**config.mk**
```make
export PLATFORM = sky130hd
export DESIGN_NAME = tlc_phase_scheduler
export DESIGN_NICKNAME = d
export VERILOG_FILES = /design/src/rtl/tlc_pkg.sv /design/src/rtl/tlc_rr_pick.sv /design/src/rtl/tlc_phase_scheduler.sv
export SDC_FILE = /design/constraint.sdc
export NUM_CORES = 1
export LEC_CHECK = 0
export BUFFER_PORTS_ARGS = -buffer_cell sky130_fd_sc_hd__buf_2
export CORE_MARGIN = 4
export CORE_UTILIZATION = 52
export CTS_CLUSTER_DIAMETER = 40
export DETAILED_ROUTE_END_ITERATION = 16
export PLACE_DENSITY = 0.76
export SLEW_MARGIN = 20
export SYNTH_ARGS = -nofsm -noshare
export SYNTH_HDL_FRONTEND = slang
export SYNTH_SLANG_ARGS = --single-unit
```
**constraint.sdc**
```tcl
create_clock -name clk -period 2 [get_ports clk]
set_input_delay 0.2 -clock clk [delete_from_list [all_inputs] [get_ports clk]]
set_output_delay 0.2 -clock clk [all_outputs]
set_load 0.05 [all_outputs]
```
**src/rtl/tlc_pkg.sv**
```systemverilog
// Shared types for the traffic-light controller family: signal-head
// encoding, phase scheduler states and served-phase identifiers.
package tlc_pkg;

    typedef enum logic [1:0] {
        RED    = 2'd0,
        YELLOW = 2'd1,
        GREEN  = 2'd2
    } light_t;

    typedef enum logic [2:0] {
        SC_HOLD    = 3'd0,
        SC_GRN     = 3'd1,
        SC_YEL     = 3'd2,
        SC_ALL_RED = 3'd3,
        SC_WALK    = 3'd4
    } sched_state_t;

    typedef enum logic [1:0] {
        PH_NS  = 2'd0,
        PH_EW  = 2'd1,
        PH_PED = 2'd2
    } phase_t;

    // One-hot position of a phase inside the request/pending/grant vectors.
    function automatic logic [2:0] phase_mask(input phase_t p);
        case (p)
            PH_NS:   return 3'b001;
            PH_EW:   return 3'b010;
            PH_PED:  return 3'b100;
            default: return 3'b000;
        endcase
    endfunction

endpackage

```
**src/rtl/tlc_rr_pick.sv**
```systemverilog
// Combinational 3-way round-robin picker. Search starts at the phase after
// the last served one, in the order NS -> EW -> PED -> NS.
module tlc_rr_pick
    import tlc_pkg::*;
(
    input  logic [2:0] pending_i,
    input  phase_t     last_i,
    output logic       valid_o,
    output phase_t     pick_o
);

    // Priority rotates so the most recently served phase is checked last.
    always_comb begin
        valid_o = |pending_i;
        pick_o  = PH_NS;
        case (last_i)
            PH_NS: begin
                if (pending_i[1])      pick_o = PH_EW;
                else if (pending_i[2]) pick_o = PH_PED;
                else                   pick_o = PH_NS;
            end
            PH_EW: begin
                if (pending_i[2])      pick_o = PH_PED;
                else if (pending_i[0]) pick_o = PH_NS;
                else                   pick_o = PH_EW;
            end
            default: begin
                if (pending_i[0])      pick_o = PH_NS;
                else if (pending_i[1]) pick_o = PH_EW;
                else                   pick_o = PH_PED;
            end
        endcase
    end

endmodule

```
**src/rtl/tlc_phase_scheduler.sv**
```systemverilog
// Demand-actuated phase scheduler: latches NS/EW/PED requests, serves them
// round-robin and sequences green, yellow, all-red and walk intervals.
// Every output is a register loaded from the next-state decode, so no
// request input reaches an output combinationally.
module tlc_phase_scheduler
    import tlc_pkg::*;
#(
    parameter int unsigned GRN_MIN  = 20,
    parameter int unsigned GRN_MAX  = 50,
    parameter int unsigned YEL_T    = 10,
    parameter int unsigned ALLRED_T = 5,
    parameter int unsigned WALK_T   = 30,
    parameter int unsigned CNT_W    = 8
) (
    input  logic         clk,
    input  logic         rst_n,
    input  logic         ns_req,
    input  logic         ew_req,
    input  logic         ped_req,
    output light_t       NS_light,
    output light_t       EW_light,
    output logic         walk,
    output logic [2:0]   gnt,
    output sched_state_t dbg_state
);

    localparam logic [CNT_W-1:0] GRN_MIN_C = CNT_W'(GRN_MIN - 1);
    localparam logic [CNT_W-1:0] GRN_MAX_C = CNT_W'(GRN_MAX - 1);
    localparam logic [CNT_W-1:0] YEL_C     = CNT_W'(YEL_T - 1);
    localparam logic [CNT_W-1:0] ALLRED_C  = CNT_W'(ALLRED_T - 1);
    localparam logic [CNT_W-1:0] WALK_C    = CNT_W'(WALK_T - 1);

    sched_state_t     state_q, state_d;
    phase_t           ph_q, ph_d;
    phase_t           last_q, last_d;
    logic [CNT_W-1:0] cnt_q, cnt_d;
    logic [2:0]       pend_q, pend_d;
    light_t           ns_q, ns_d;
    light_t           ew_q, ew_d;
    logic             walk_q, walk_d;
    logic [2:0]       gnt_q, gnt_d;

    logic [2:0]       req_v;
    logic [2:0]       act_mask;
    logic [2:0]       enter_mask;
    logic             own_req;
    logic             other_pend;
    logic             pick_valid;
    phase_t           pick;

    tlc_rr_pick u_pick (
        .pending_i (pend_q),
        .last_i    (last_q),
        .valid_o   (pick_valid),
        .pick_o    (pick)
    );

    // Next-state, pending-latch, interval-counter and output decode.
    always_comb begin
        req_v      = {ped_req, ew_req, ns_req};
        state_d    = state_q;
        ph_d       = ph_q;
        last_d     = last_q;
        enter_mask = 3'b000;
        act_mask   = 3'b000;
        own_req    = (ph_q == PH_EW) ? ew_req : ns_req;
        other_pend = |(pend_q & ~phase_mask(ph_q));

        // A phase being served does not re-latch its own request.
        case (state_q)
            SC_GRN, SC_YEL: act_mask = phase_mask(ph_q);
            SC_WALK:        act_mask = 3'b100;
            default:        act_mask = 3'b000;
        endcase

        case (state_q)
            SC_HOLD: begin
                if (pick_valid) enter_mask = phase_mask(pick);
            end
            SC_GRN: begin
                if (other_pend && (cnt_q >= GRN_MIN_C) &&
                    (!own_req || (cnt_q >= GRN_MAX_C)))
                    state_d = SC_YEL;
            end
            SC_YEL: begin
                if (cnt_q == YEL_C) state_d = SC_ALL_RED;
            end
            SC_WALK: begin
                if (cnt_q == WALK_C) state_d = SC_ALL_RED;
            end
            SC_ALL_RED: begin
                if (cnt_q == ALLRED_C) begin
                    if (pick_valid) enter_mask = phase_mask(pick);
                    else            state_d    = SC_HOLD;
                end
            end
            default: state_d = SC_HOLD;
        endcase

        if (enter_mask != 3'b000) begin
            state_d = (pick == PH_PED) ? SC_WALK : SC_GRN;
            ph_d    = pick;
            last_d  = pick;
        end

        // Clear on entry wins over a same-edge set.
        pend_d = (pend_q | (req_v & ~act_mask)) & ~enter_mask;

        if (state_d != state_q) cnt_d = '0;
        else if (&cnt_q)        cnt_d = cnt_q;
        else                    cnt_d = cnt_q + 1'b1;

        ns_d = RED;
        ew_d = RED;
        if (state_d == SC_GRN) begin
            if (ph_d == PH_EW) ew_d = GREEN;
            else               ns_d = GREEN;
        end else if (state_d == SC_YEL) begin
            if (ph_d == PH_EW) ew_d = YELLOW;
            else               ns_d = YELLOW;
        end
        walk_d = (state_d == SC_WALK);
        gnt_d  = enter_mask;
    end

    // Scheduler state and registered signal-head outputs; reset is immediate.
    always_ff @(posedge clk or negedge rst_n) begin
        if (!rst_n) begin
            state_q <= SC_HOLD;
            ph_q    <= PH_NS;
            last_q  <= PH_PED;
            cnt_q   <= '0;
            pend_q  <= 3'b000;
            ns_q    <= RED;
            ew_q    <= RED;
            walk_q  <= 1'b0;
            gnt_q   <= 3'b000;
        end else begin
            state_q <= state_d;
            ph_q    <= ph_d;
            last_q  <= last_d;
            cnt_q   <= cnt_d;
            pend_q  <= pend_d;
            ns_q    <= ns_d;
            ew_q    <= ew_d;
            walk_q  <= walk_d;
            gnt_q   <= gnt_d;
        end
    end

    assign NS_light  = ns_q;
    assign EW_light  = ew_q;
    assign walk      = walk_q;
    assign gnt       = gnt_q;
    assign dbg_state = state_q;

endmodule

```
* Yosys cells after proc, flatten, opt, wreduce, memory -nomap -nowiden
Index checks and enable logic that the tools add are counted.
Storage, ports and cells: register bits 26, bits of input ports 5, output and inout port bits 11
Operators by class: add/sub/neg operators 1, magnitude comparators 2, eq/ne operators 18, muxes and demuxes 33, bitwise operators 7, reductions and logical operators 13
Operators by type and width (number):
- 3-bit two-way mux | 9
- 2-bit two-way mux | 10
- 3-bit one-hot mux with 3 select lines | 2
- 8-bit two-way mux | 2
- 3-bit one-hot mux with 5 select lines | 1
- 3-bit one-hot mux with 2 select lines | 2
- 3-bit bitwise AND | 3
- 3-bit by 2-bit equality test with 1-bit output (second input constant) | 3
- 3-bit NOT | 3
- 8-bit by 1-bit adder with 8-bit output (second input constant) | 1
- 2-bit by 1-bit equality test with 1-bit output (second input constant) | 4
- 8-bit by 3-bit equality test with 1-bit output (second input constant) | 1
- 8-bit by 4-bit equality test with 1-bit output (second input constant) | 1
- 8-bit by 5-bit equality test with 1-bit output (second input constant) | 1
- 8-bit by 5-bit >= comparator with 1-bit output (second input constant) | 1
- 8-bit by 6-bit >= comparator with 1-bit output (second input constant) | 1
- 8-bit AND reduction | 1
- 3-bit by 1-bit equality test with 1-bit output (second input constant) | 2
- 3-bit equality test (second input constant) | 2
- 2-bit logical NOT | 3
- 1-bit two-way mux | 6
- 3-bit OR reduction | 2
- 2-bit equality test (second input constant) | 2
- 2-bit one-hot mux with 2 select lines | 1
- 9 further kinds | 10

* Longest topological paths before layout
Gate-level depths: netlist (run 1).
word-level depth 14, depth in mapped cells 9, mapped depth without buffers 8

* By module
A second synthesis (run 1) with hierarchy kept.
Unflattened totals: cells, all modules 160, area total of the unflattened synthesis 1575.3 µm²
By module, submodules not included:
- tlc_phase_scheduler | times used 1, cells an instance 150, area each 1519.0 µm², sequential area each 651.9 µm²
- tlc_rr_pick | times used 1, cells an instance 10, area each 56.3 µm², sequential area each 0.0 µm²

* Least setup slack after synthesis (run 1)
OpenSTA, ideal clock, no wires.
path kind reg2reg, start reg state_q[0] (netlist: dbg_state[0]), end reg ew_q[1] (netlist: EW_light[1]), setup time 0.120 ns, arrival time 2.052 ns, data required time 1.880 ns, setup slack -0.172 ns, stages on the path, launching flop included 8, cells stage by stage dfrtp_1 > buf_6 > or2_2 > a2111oi_4 > buf_6 > nor2_2 > or2_0 > and3_1
On the way: longest elaborated chain between the ends 7
Ends and longest elaborated chain:
- from (decl) | RTL line tlc_phase_scheduler.sv:33 | sched_state_t state_q, state_d;
- from (signal assigned) | RTL line tlc_phase_scheduler.sv:139 | state_q <= state_d;
- 3-bit by 2-bit equality test with 1-bit output / 3-bit logical NOT (equally long branches) | RTL line tlc_phase_scheduler.sv:76 | case (state_q)
- 3-bit one-hot mux with 2 select lines | RTL line tlc_phase_scheduler.sv:76
- 3-bit nonzero test | RTL line tlc_phase_scheduler.sv:100 | if (enter_mask != 3'b000) begin
- 2-bit two-way mux | RTL line tlc_phase_scheduler.sv:100
- 2-bit by 1-bit equality test with 1-bit output | RTL line tlc_phase_scheduler.sv:116 | if (ph_d == PH_EW) ew_d = GREEN;
- 2-bit two-way mux | RTL line tlc_phase_scheduler.sv:116
- 2-bit two-way mux * | RTL line tlc_phase_scheduler.sv:115 | if (state_d == SC_GRN) begin
- net ew_d[1] | RTL line tlc_phase_scheduler.sv:39 | light_t ew_q, ew_d;
- to (signal assigned) | RTL line tlc_phase_scheduler.sv:145 | ew_q <= ew_d;
- to (decl) | RTL line tlc_phase_scheduler.sv:39
Mark *: on every way through the listed nets, which the timed path passes. The rest lies on a longest branch. A chain may end at the register's enable or synchronous reset.

* Worst setup path in the final report (run 1)
start reg cnt_q[0], end reg ns_q[1] (netlist: NS_light[1])
On the way: longest elaborated chain between the ends 8
Ends and longest elaborated chain:
- from (decl) | RTL line tlc_phase_scheduler.sv:36 | logic [CNT_W-1:0] cnt_q, cnt_d;
- from (signal assigned) | RTL line tlc_phase_scheduler.sv:142 | cnt_q <= cnt_d;
- 8-bit by 3-bit equality test with 1-bit output * | RTL line tlc_phase_scheduler.sv:92 | if (cnt_q == ALLRED_C) begin
- 3-bit two-way mux * | RTL line tlc_phase_scheduler.sv:92
- 3-bit one-hot mux with 2 select lines * | RTL line tlc_phase_scheduler.sv:76
- net enter_mask[1] | RTL line tlc_phase_scheduler.sv:45 | logic [2:0] enter_mask;
- 3-bit nonzero test * | RTL line tlc_phase_scheduler.sv:100
- 2-bit two-way mux | RTL line tlc_phase_scheduler.sv:100
- 2-bit by 1-bit equality test with 1-bit output | RTL line tlc_phase_scheduler.sv:116
- 2-bit two-way mux | RTL line tlc_phase_scheduler.sv:116
- 2-bit two-way mux * | RTL line tlc_phase_scheduler.sv:115
- net ns_d[1] | RTL line tlc_phase_scheduler.sv:38 | light_t ns_q, ns_d;
- to (signal assigned) | RTL line tlc_phase_scheduler.sv:144 | ns_q <= ns_d;
- to (decl) | RTL line tlc_phase_scheduler.sv:38
Marks and branches as above.

==> results.md, run 1 <==
* Overall die width at 62.71 um
* Vias in the first global route at 1324
* Fraction of final layout cells with drive strength greater than 1 at 0.3980
* Maximum level of the CTS H-tree at 1
* Setup repair after global routing missed its margin: true
* Category of the worst setup path launch point: flip-flop
* Worst slew margin at 0.6156
* Number of primary I/O pins at 16
* Result of the run: finished with violations
* Most frequently used cell type in the post-synthesis netlist: dfrtp_1
* Startpoint of the most critical register-to-register path: cnt_q[0]
* Effective utilization at floorplan at 0.5549
* Post-synthesis async set-or-reset flop share at 1.000
* Worst setup slack for register-to-register paths at -40 ps
* Worst setup path start: cnt_q[0]
* Dominant cells by area after synthesis: dfrtp_1 (40%), nor2_1 (3.6%), nor4_1 (3.2%)
* Yosys top cell area share at 0.4019
* Max Fanout on Critical Path at 5
* Initial antenna violation count at 0
* Buf+Inv Stages, Crit Path at 1
* Number of enable-type register cells in the synthesized netlist at 0
* Mapped Cells at 163
* Grt total ovfl at 0
* Transition at the pin with the smallest max-transition slack at 576.7 ps
* Arrival time worst endpoint at 2290 ps
* Clock skew after layout at 5.995 ps
* Root buffer cell: clkbuf_4
* Total count of hold-check failures in the final report at 0
* Largest area contributor in the netlist: dfrtp_1
* Wire length of the first global-routing pass at 6058 um
* Clk Latency, worst-skew pair at 340 ps
* Cell area after synthesis at 1556 um2
* Number of storage elements in the synthesis netlist at 26
* Routed via count at 1363
* Clock transition at path regs at 160 ps
* Number of clock sinks seen by CTS at 26
* Count of TritonRoute iterations in the first routing pass at 4
* Setup-failing EPs final at 11
* Pre-CTS worst setup slack at -130.0 ps
* Power density relative to cell area at 1567 nW/um2
* Height of the die at 62.71 um
* Leakage power total at 0.8843 nW
* Library cell contributing the largest single delay on the critical path: dfrtp_1
* Detailed-placement wirelength estimate at 2509 um
* Global-route usage over all layers at 0.1910
* Clock tree from TritonCTS: yes
* Synth warn at 0
* Crit path capture: NS_light[1]
* Area Growth Syn to Fin at 25.96%
* List of cells traversed by the critical path: inv_2 -> ha_4 -> and4bb_2 -> nand2_2 -> a2111oi_4 -> and2b_2 -> nor2_1 -> and4b_1
* Max Transition Viols Final at 0
* Depth of the worst register-to-register path at 8
* Overall routed net length at 3624 um
* Critical path depth at 8
* Maximum ir drop on the vdd rail at 0.0006523 V
* Number of buffers on the longest clock path at 2
* Post-layout total power at 3.072 mW
* Post-Syn Nets at 171
* Post-route antenna net violation count at 0
* Placement Rows at 19
* Global placement routability congestion at 0.8841
* Number of port buffers at 15
* Hold Crit Class: input pin to flip-flop
* Distinct cells, synth at 52
* Die area at 3933 um2
* Fraction of the cycle the final worst path needs at 1.019
* Max-capacitance violation count at 0
* Violations in the final reports: negative setup slack
* TritonCTS buffer count at 3
* Flip-flop cell with the highest count after synthesis: dfrtp_1
* Crit end category: flip-flop
* Synthesized area divided by synthesized cell count at 9.549 um2
* ANT cells at 0
* Net total in the final layout at 210
* Worst path top cell family by delay: simple AND/OR/NAND/NOR gates
* Detailed-route vias per instance at 5.875
* Number of DRC violations after detailed routing at 0
* Critical register-to-register path endpoint: NS_light[1]
* Core outline area at 2805 um2
* Data required time of the worst path at 2250 ps
* Critical setup path kind: flip-flop to flip-flop
* Post-synthesis sequential area ratio at 0.4188
* Worst stage delay on the critical path at 460 ps
* Largest net degree at the start of global routing at 27
* Period minus WS final at 2038 ps
* Worst slack on hold paths at 97.29 ps
* Average wire length per cell after detail routing at 15.62 um
* Top post-synthesis cells by count: dfrtp_1 (25), nor2_1 (15), nand2_1 (12)
* Setup WS post-layout at -37.58 ps
* Setup TNS Final at -219.6 ps
* Number of violations reported at the end of detailed-routing iteration 0 at 87
* Fmax at 0.4908 GHz
[worst reg2reg max path, stage by stage, from the launching register on]
cell and delay, ps:
dfrtp_1 460, inv_2 110, ha_4 140, and4bb_2 250
nand2_2 80, a2111oi_4 410, and2b_2 250, nor2_1 60
and4b_1 200
[cell families (layout without fill, tap and decap cells)]
family / count (synthesis) / after routing / synth area share
fa+ha+maj: 3 / 3 / 0.02412
flops: 26 / 26 / 0.4188
compound gates: 35 / 35 / 0.1696
xor+xnor: 3 / 3 / 0.01688
mux: 3 / 3 / 0.01929
buf+inv: 13 / 51 / 0.05385
simple gates: 80 / 80 / 0.2974
[metal layers]
metal  vias to the layer above  share of wire  global-route usage
met5                         -              0                   0
met4                         0          0.013             0.07713
met3                         4          0.029             0.02518
met2                        29           0.50              0.3276
met1                       661           0.46              0.2418
li1                        669              -                   -
[timing repair]
| action | 4_1_cts | 5_1_grt |
|---|---|---|
| hold buffers | 1 | 0 |
| setup buffers | 3 | 5 |
| setup endpoints to repair | 17 | 20 |
| gates resized for setup | 10 | 13 |
| pin swaps | 12 | 2 |
| hold endpoints to repair | 25 | 0 |
[layout by cell type, fill, tap and decap left out, types with 2 or more instances in the layout]
| master | synthesis | routed |
|---|---|---|
| nor2_1 | 15 | 13 |
| nor4_2 | 1 | 4 |
| buf_4 | 1 | 25 |
| nor4_1 | 8 | 4 |
| a21oi_1 | 9 | 9 |
| nor2_2 | 1 | 3 |
| o21ai_1 | 2 | 2 |
| dfrtp_1 | 25 | 23 |
| nor2b_1 | 4 | 4 |
| o21bai_1 | 2 | 2 |
| nor3_1 | 5 | 5 |
| and3_1 | 6 | 5 |
| nand2_2 | 1 | 3 |
| buf_2 | 1 | 15 |
| nand2b_1 | 6 | 6 |
| o21a_1 | 4 | 4 |
| nand4_1 | 3 | 3 |
| nand3_1 | 6 | 6 |
| dfrtp_2 | 0 | 2 |
| mux2i_1 | 3 | 3 |
| o211ai_1 | 2 | 2 |
| xnor2_1 | 2 | 2 |
| nand2_1 | 12 | 9 |
| inv_2 | 1 | 3 |
| inv_1 | 4 | 2 |
| clkbuf_4 | 0 | 3 |
| o21ai_0 | 5 | 5 |
| ha_2 | 0 | 2 |
[metrics by stage]
stage,area (um2),util,cells
after CTS,1874,0.6682,228
after global placement,1753,0.6249,220
after global routing,1961,0.6989,232
final,1961,0.6989,232
after detailed placement,1753,0.6249,220
after floorplan,1564,-,163
[flip-flops by register name, summed over array words and instances (netlist names)]
register   flops
last_q         2
NS_light       2
walk           1
EW_light       2
dbg_state      3
cnt_q          8
pend_q         3
gnt            3
ph_q           2
[report_power, final]
part | switching [mW] | total (mW) | internal (mW)
clock | 0.177 | 0.380 | 0.203
sequential | 0.194 | 0.909 | 0.715
combinational | 1.01 | 1.78 | 0.770
[how the worst min path moves through the flow]
stage | startpoint | end | slack (ps) | cells past startpoint
after global routing | ped_req | pend_q[2] | 90 | 3
after detailed placement | rst_n | gnt[2] | 230 | 1
after CTS | ped_req | pend_q[2] | 100 | 3
after global placement | rst_n | walk | 210 | 1
final | ped_req | pend_q[2] | 100 | 3
after floorplan | rst_n | EW_light[0] | -100 | 0
[area by class of cell]
class | instances | area (um2)
Multi-Input combinational cell | 124 | 912.1
Clock buffer | 3 | 22.52
Tap cell | 31 | 38.79
Sequential cell | 26 | 654.4
Clock inverter | 1 | 30.03
Timing Repair Buffer | 42 | 284.0
Fill cell | 195 | 844.6
Inverter | 5 | 18.77
No activity file was read; power rests on OpenSTA's default activity.
==> inputs of run 2 (changes only) <==
- ABC_AREA: default -> 1
- CORE_UTILIZATION: 52 -> 51
- PLACE_DENSITY: 0.76 -> 0.75
==> run 2 against run 1 <==
Net effect: the flow now finishes without violations; first-iteration DRC count fell by 10%; hold slack better by 46 ps; critical path depth rose by 4; sequential share of layout area increased by 5.4 points; sequential power is 11% lower; die area down 4.9%; non-clock buffer count is 23 lower; register-to-register slack better by 180 ps; setup slack gained 180 ps; utilization shrank 8.3 points; largest cell class unchanged.
==> results.md, run 2 <==
* Max-capacitance violation count at 0 (unchanged)
* Placement Rows at 19 (unchanged)
* Overall routed net length at 3152 um (-13%)
* Worst stage delay on the critical path at 440 ps (-20 ps)
* Period minus WS final at 1853 ps (-184.2 ps)
* Cell area after synthesis at 1440 um2 (-7.5%)
* Critical setup path kind: flip-flop to flip-flop
* ANT cells at 0 (unchanged)
* Worst Hold Path Cells at 3 (unchanged)
* List of cells traversed by the critical path: inv_2 -> ha_2 -> nand3_2 -> nor2_4 -> nand2_1 -> nand2_1 -> nand2_1 -> inv_1 -> nand3_1 -> nand3_1 -> nand3_4 -> nor3_1
* Largest area contributor in the netlist: dfrtp_1
* Flip-flop cell with the highest count after synthesis: dfrtp_1
* Multiplexer share of the synthesized area at 0 (-0.01929)
* Distinct cells, synth at 25 (-52%)
* Number of DRC violations after detailed routing at 0 (unchanged)
* Clock skew after layout at 8.908 ps (+2.913 ps)
* Clock transition at path regs at 150 ps (about the same)
* Footprint of the flip-flops and latches at 653.1 um2 (-0.19%)
* Total count of hold-check failures in the final report at 0 (unchanged)
* Count of TritonRoute iterations in the first routing pass at 4 (unchanged)
* Most frequently used cell type in the post-synthesis netlist: nand2_1
* Max Transition Viols Final at 0 (unchanged)
* Post-synthesis async set-or-reset flop share at 1.000 (unchanged)
* Net total in the final layout at 222 (+5.7%)
* Leading cell types in the layout, fill and taps excluded: nand2_1 (39), inv_1 (33), dfrtp_1 (24)
* Global placement routability congestion at 0.8506 (-3.8%)
* Maximum level of the CTS H-tree at 1 (unchanged)
* Depth of the worst register-to-register path at 12 (+4)
* Fill cell instance count of the final layout at 247 (+27%)
* Clk Latency, worst-skew pair at 330 ps (about the same)
* Number of storage elements in the synthesis netlist at 26 (unchanged)
* Yosys top cell area share at 0.4344 (+0.03248)
* Post-route antenna net violation count at 0 (unchanged)
* Leakage power total at 0.9019 nW (+2.0%)
* Initial antenna violation count at 0 (unchanged)
* Number of primary I/O pins at 16 (unchanged)
* Mapped Cells at 191 (+17%)
* Core outline area at 2734 um2 (-2.5%)
* Top post-synthesis cells by count: nand2_1 (41), inv_1 (35), dfrtp_1 (25)
* Library cell contributing the largest single delay on the critical path: dfrtp_1
* Number of violations reported at the end of detailed-routing iteration 0 at 78 (-10%)
* Die area at 3738 um2 (-4.9%)
* Arrival time worst endpoint at 2110 ps (-180 ps)
* Effective utilization at floorplan at 0.5268 (-0.02809)
* Hold Crit Class: input pin to flip-flop
* Number of enable-type register cells in the synthesized netlist at 0 (unchanged)
* Register with the highest flop count: cnt_q
* Post-Syn Nets at 199 (+16%)
* Simple-gate area share of the yosys netlist at 0.3162 (+0.01882)
* TritonCTS buffer count at 3 (unchanged)
* Startpoint of the most critical register-to-register path: cnt_q[1]
* Synthesized area divided by synthesized cell count at 7.540 um2 (-21%)
* Crit-path most repeated cell: nand2_1
* Multi-input combinational cell area at 691.9 um2 (-24%)
* Crit end category: flip-flop
* Height of the die at 61.14 um (-2.5%)
* Vias in the first global route at 1203 (-9.1%)
* Worst slew margin at 0.6165 (+0.0009200)
* Max Fanout on Critical Path at 8 (+3)
* Dominant cells by area after synthesis: dfrtp_1 (43%), nand2_1 (11%), inv_1 (9.1%)
* Hold path start: ns_req
* Average wire length per cell after detail routing at 12.92 um (-17%)
* Area Growth Syn to Fin at 16.85%
* Worst setup slack for register-to-register paths at 150 ps (+180 ps)
* Routed via count at 1304 (-4.3%)
* Fmax at 0.5395 GHz (+9.9%)
* Area share of fa/ha/maj cells after synthesis at 0.02606 (+0.001949)
* Synth warn at 0 (unchanged)
* Detailed-placement wirelength estimate at 2398 um (-4.4%)
* Maximum ir drop on the vdd rail at 0.001110 V (+70%)
* Number of port buffers at 15 (unchanged)
* Largest net degree at the start of global routing at 27 (unchanged)
* Number of clock sinks seen by CTS at 26 (unchanged)
* Main combinational cell family by area after synthesis: simple AND/OR/NAND/NOR gates
* Number of buffers on the longest clock path at 2 (unchanged)
* Destination of the worst hold path: pend_q[0]
* Category of the worst setup path launch point: flip-flop
* Buf+Inv Stages, Crit Path at 2 (+1)
* Most common library cell in the layout ignoring fill and taps: nand2_1
* Post-synthesis sequential area ratio at 0.4526 (+0.03384)
* Fraction of synthesized cell area in xor and xnor cells at 0.01216 (-0.004718)
* Post-layout total power at 2.402 mW (-22%)
* Flip-flop count of the largest register after layout at 8 (unchanged)
* Fraction of final layout cells with drive strength greater than 1 at 0.2254 (-0.1727)
* Detailed-route vias per instance at 5.344 (-9.0%)
* Fraction of the core area covered by cells at the end of the flow at 0.6156 (-0.08337)
* Critical register-to-register path endpoint: cnt_q[4]
* Fraction of the cycle the final worst path needs at 0.9267 (-0.09208)
* Data required time of the worst path at 2260 ps (about the same)
* Result of the run: completed
* Clock tree from TritonCTS: yes
* Setup-failing EPs final at 0 (-11)
* Wire length of the first global-routing pass at 5168 um (-15%)
* Worst path top cell family by delay: simple AND/OR/NAND/NOR gates
* Post-synthesis compound-gate area fraction at 0.09123 (-0.07839)
* Power density relative to cell area at 1427 nW/um2 (-8.9%)
* Overall die width at 61.14 um (-2.5%)
* Transition at the pin with the smallest max-transition slack at 575.3 ps (-1.379 ps)
* Global-route usage over all layers at 0.1859 (-0.005058)
* Root buffer cell: clkbuf_4
* Grt total ovfl at 0 (unchanged)
[run 2: changes by cell type in the layout (fill, tap and decap cells not counted), sizes merged, moves of 5 or more]
cell / previous run / this run
a21oi: 9 / 4
buf: 41 / 18
o21ai: 7 / 15
nor2: 16 / 24
nor3: 7 / 12
inv: 5 / 37
nand2b: 6 / 0
nand3: 6 / 18
nand2: 13 / 43
and3: 6 / 0
nor4: 9 / 2
[run 2: worst max-delay path by stage]
stage	start	end	cells past startpoint
after floorplan	dbg_state[2]	cnt_q[0]	11
after global placement	cnt_q[0]	cnt_q[7]	13
after detailed placement	cnt_q[0]	cnt_q[5]	13
after CTS	cnt_q[0]	cnt_q[5]	12
after global routing	dbg_state[1]	EW_light[0]	11
final	cnt_q[1]	cnt_q[4]	12
[run 2: worst min-delay path, delay by kind of cell]
| family | cells | cell delay (ps) |
|---|---|---|
| buf+inv | 1 | 80 |
| compound gates | 1 | 60 |
| simple gates | 1 | 100 |
[run 2: cell type report]
type                            instances  share of cell area
Timing Repair Buffer                   19             0.06394
Clock buffer                            3             0.01338
Multi-Input combinational cell        127              0.4112
Clock inverter                          1             0.01784
Sequential cell                        26              0.3881
Tap cell                               31             0.02305
Inverter                               37             0.08253
[run 2: repair_timing]
action                     CTS  global route
hold buffers                 1             0
setup buffers                0             3
hold endpoints to repair    25             0
setup endpoints to repair    0            12
gates resized for setup      0            15
[run 2: routing by layer]
metal,routed length (um),GRT usage,up-vias
met5,0,0,-
met4,59,0.06192,0
met3,113,0.02306,9
met2,1619,0.3233,29
met1,1360,0.2385,622
li1,-,-,644
[run 2: power by group]
| group | switching [mW] | internal, mW | leakage (nW) |
|---|---|---|---|
| combinational | 0.850 | 0.380 | 0.542 |
| clock | 0.162 | 0.203 | 0.0279 |
| sequential | 0.127 | 0.680 | 0.331 |
| total | 1.14 | 1.26 | 0.902 |
[run 2: cell families (layout without fill, tap and decap cells)]
family | Yosys count | in the layout
xor gates and xnor gates | 2 | 2
DFF | 26 | 26
buffers and inverters | 38 | 60
and+or+nand+nor | 100 | 100
AOI/OAI and AO/OA | 22 | 22
adders and majority gates | 3 | 3
[run 2: metrics by stage]
step / std cells / cell area [um2] / hold slack (ps) / setup WS (ps) / TNS [ps]
floorplan: 191 / 1440 / -95.59 / 176.1 / 0
global placement: 236 / 1546 / 213.1 / 208.4 / 0
detailed placement: 236 / 1546 / 234.8 / 105.4 / 0
CTS: 241 / 1609 / 134.0 / 59.99 / 0
global route: 244 / 1683 / 173.2 / -7.268 / -7.268
finish: 244 / 1683 / 143.6 / 146.6 / 0
==> inputs of run 3 (changes only) <==
- CORE_UTILIZATION: 51 -> 52
- PLACE_DENSITY: 0.75 -> 0.76
- SYNTH_HIERARCHICAL: default -> 1
==> run 3 against run 2 <==
Net effect: global-route usage down 1.3 points; maximum frequency down 4.8%; first-iteration DRC count is 7.7% higher; utilization rose by 5.7 points; count of clock-buffer cells in the layout is 1 higher; hold slack worse by 28 ps; clock power decreased by 26%; sequential share of layout area decreased by 3.7 points; sequential cell count unchanged; highest routed layer unchanged.
==> results.md, run 3 <==
* Result of the run: completed
* Flip-flop count of the largest register after layout at 8 (unchanged)
* Category of the worst setup path launch point: flip-flop
* ANT cells at 0 (unchanged)
* Arrival time worst endpoint at 2220 ps (+110 ps)
* Global-route usage over all layers at 0.1727 (-0.01329)
* Number of DRC violations after detailed routing at 0 (unchanged)
* Multi-input combinational cell area at 863.3 um2 (+25%)
* Number of buffers on the longest clock path at 2 (unchanged)
* Placed Cells incl. Taps at 246 (+4.2%)
* Switching power total at 1.238 mW (+8.7%)
* Detailed-route vias per instance at 5.199 (-2.7%)
* Leading cell types in the layout, fill and taps excluded: nand2_1 (37), dfrtp_1 (25), inv_1 (24)
* Power density relative to cell area at 1325 nW/um2 (-7.1%)
* Clock transition at path regs at 140 ps (about the same)
* Root buffer cell: clkbuf_4
* Flip-flop cell with the highest count after synthesis: dfrtp_1
* Detailed-placement wirelength estimate at 2198 um (-8.3%)
* Hold Crit Class: input pin to flip-flop
* Setup-failing EPs final at 0 (unchanged)
* Sequential Power Share at 0.315 (-0.021)
* Largest area contributor in the netlist: dfrtp_1
* Global placement routability congestion at 0.8823 (+3.7%)
* Startpoint of the most critical register-to-register path: cnt_q[1]
* Footprint of the flip-flops and latches at 651.9 um2 (-0.19%)
* Worst Hold Path Cells at 3 (unchanged)
* Max-capacitance violation count at 0 (unchanged)
* Largest net degree at the start of global routing at 27 (unchanged)
* Number of enable-type register cells in the synthesized netlist at 0 (unchanged)
* Vias in the first global route at 1145 (-4.8%)
* Number of violations reported at the end of detailed-routing iteration 0 at 84 (+7.7%)
* Total count of hold-check failures in the final report at 0 (unchanged)
* Area Growth Syn to Fin at 23.89%
* Post-synthesis sequential area ratio at 0.4353 (-0.01740)
* Most common library cell in the layout ignoring fill and taps: nand2_1
* Height of the die at 61.67 um (+0.86%)
* Critical setup path kind: flip-flop to flip-flop
* Most frequently used cell type in the post-synthesis netlist: nand2_1
* Leakage power total at 0.9540 nW (+5.8%)
* Core outline area at 2758 um2 (+0.87%)
* Destination of the worst hold path: pend_q[2]
* Depth of the worst register-to-register path at 14 (+2)
* Worst setup slack for register-to-register paths at 50 ps (-90 ps)
* Setup repair after global routing missed its margin: true
* Non-filler cells, final at 256 (+4.9%)
* Number of storage elements in the synthesis netlist at 26 (unchanged)
* Hold path start: ped_req
* Post-Syn Nets at 205 (+3.0%)
* Number of clock sinks seen by CTS at 26 (unchanged)
* Routed via count at 1331 (+2.1%)
* Overall routed net length at 3238 um (+2.7%)
* Fmax at 0.5137 GHz (-4.8%)
* Fraction of the cycle the final worst path needs at 0.9734 (+0.04668)
* Maximum ir drop on the vdd rail at 0.001421 V (+28%)
* TritonCTS buffer count at 3 (unchanged)
* Wire length of the first global-routing pass at 4933 um (-4.5%)
* Period minus WS final at 1947 ps (+93.36 ps)
* Transition at the pin with the smallest max-transition slack at 570.4 ps (-4.858 ps)
* Net total in the final layout at 234 (+5.4%)
* Max Fanout on Critical Path at 8 (unchanged)
* Placement Rows at 19 (unchanged)
* Top post-synthesis cells by count: nand2_1 (40), nor2_1 (31), inv_1 (28)
* Initial antenna violation count at 0 (unchanged)
* Maximum level of the CTS H-tree at 1 (unchanged)
* Clock tree from TritonCTS: yes
* Fill cell instance count of the final layout at 220 (-11%)
* Worst slew margin at 0.6197 (+0.003239)
* Synthesized area divided by synthesized cell count at 7.602 um2 (+0.83%)
* Fraction of final layout cells with drive strength greater than 1 at 0.3378 (+0.1124)
* Number of primary I/O pins at 16 (unchanged)
* Dominant cells by area after synthesis: dfrtp_1 (42%), nand2_1 (10%), nor2_1 (7.8%)
* Clock skew after layout at 6.796 ps (-2.113 ps)
* Combinational cell fraction of total power at 0.575 (+0.063)
* Post-route antenna net violation count at 0 (unchanged)
* Overall die width at 61.67 um (+0.86%)
* Critical register-to-register path endpoint: cnt_q[4]
* Post-synthesis async set-or-reset flop share at 1.000 (unchanged)
* Clk Latency, worst-skew pair at 330 ps (about the same)
* Internal power at 1.221 mW (-3.3%)
* Sw Ratio at 0.5033 (+0.02907)
* Clock network fraction of design power at 0.109 (-0.043)
* Die area at 3803 um2 (+1.7%)
* Worst slack on hold paths at 116.1 ps (-27.53 ps)
* Synth warn at 6 (+6)
* Grt total ovfl at 0 (unchanged)
* Count of TritonRoute iterations in the first routing pass at 4 (unchanged)
* Effective utilization at floorplan at 0.5431 (+0.01633)
* Yosys top cell area share at 0.4177 (-0.01669)
* Crit end category: flip-flop
* Average wire length per cell after detail routing at 12.65 um (-2.1%)
* Mapped Cells at 197 (+3.1%)
* Data required time of the worst path at 2270 ps (about the same)
* Cell area after synthesis at 1498 um2 (+4.0%)
* Register with the highest flop count: cnt_q
* Distinct cells, synth at 27 (+8.0%)
* Max Transition Viols Final at 0 (unchanged)
* Number of port buffers at 15 (unchanged)
==> run 3: cell types whose count changed after synthesis, sizes merged, moves of 2 or more <==
cell and change:
o21ai -3, nor2 +12, nand3 +5, nand2 +4, inv -5, o211ai +2
nor3 -7
==> run 3: kinds of logic (layout without fill, tap and decap cells) <==
group / after synthesis / count (layout) / share of synthesized area
compound gates: 19 / 19 / 0.08772
xor+xnor: 2 / 2 / 0.01170
fa+ha+maj: 3 / 3 / 0.02507
buf+inv: 32 / 60 / 0.08020
flops: 26 / 26 / 0.4353
simple gates: 115 / 115 / 0.3601
==> run 3: power groups by stage <==
stage	Sequential (mW)	Clock (mW)	Combinational (mW)
after global routing	0.797	0.301	1.56
final	0.775	0.269	1.42
after global placement	0.787	0	1.14
after detailed placement	0.785	0	1.15
after floorplan	0.961	0	0.735
after CTS	0.775	0.280	1.16
==> run 3: worst max-delay path by stage <==
stage,start,endpoint,slack [ps],cells after the start
after floorplan,dbg_state[1],cnt_q[2],120,11
after global placement,cnt_q[0],cnt_q[3],120,13
after detailed placement,cnt_q[0],cnt_q[6],70,13
after CTS,cnt_q[0],cnt_q[3],50,13
after global routing,cnt_q[1],cnt_q[4],-90,14
final,cnt_q[1],cnt_q[4],50,14
==> run 3: area by class of cell <==
cell class / count / share of cell area
Sequential cell: 26 / 0.3513
Clock buffer: 4 / 0.01955
Inverter: 32 / 0.06473
Tap cell: 31 / 0.02090
Timing Repair Buffer: 24 / 0.07822
Multi-Input combinational cell: 139 / 0.4653
==> run 3: critical path, cell delays in order (launching register included) <==
cell	delay, ps
dfrtp_1	450
inv_2	140
ha_4	170
nand3_4	80
nor2_4	110
nand2_1	50
nand2_1	60
nand2_2	60
nor2_1	100
nand2_1	100
nand3_1	100
nand2_2	70
nor2_4	130
nand2_4	130
nor2_2	140
==> run 3: layer usage <==
metal / vias to the layer above / global-route usage / part of all wire
met5: - / 0 / 0
met4: 0 / 0.06061 / 0.021
met3: 7 / 0.02306 / 0.045
met2: 30 / 0.2347 / 0.44
met1: 616 / 0.2758 / 0.50
li1: 678 / - / -
==> run 3: what timing repair did <==
action | CTS | global route
buffers inserted | 0 | 5
endpoints found under the setup margin | 0 | 11
gates resized for setup | 0 | 36
endpoints found under the hold margin | 25 | 0
hold buffers | 1 | 0
==> run 3: metrics by stage <==
stage	setup slack, ps	cell area (um2)	total power, mW	setup TNS, ps	utilization
3_3_place_gp	116.1	1634	1.930	0	0.5926
4_1_cts	49.12	1680	2.211	0	0.6093
5_1_grt	-90.83	1856	2.658	-423.0	0.6729
6_report	53.21	1856	2.459	0	0.6729
3_5_place_dp	68.31	1634	1.936	0	0.5926
2_1_floorplan	115.1	1498	1.696	0	-
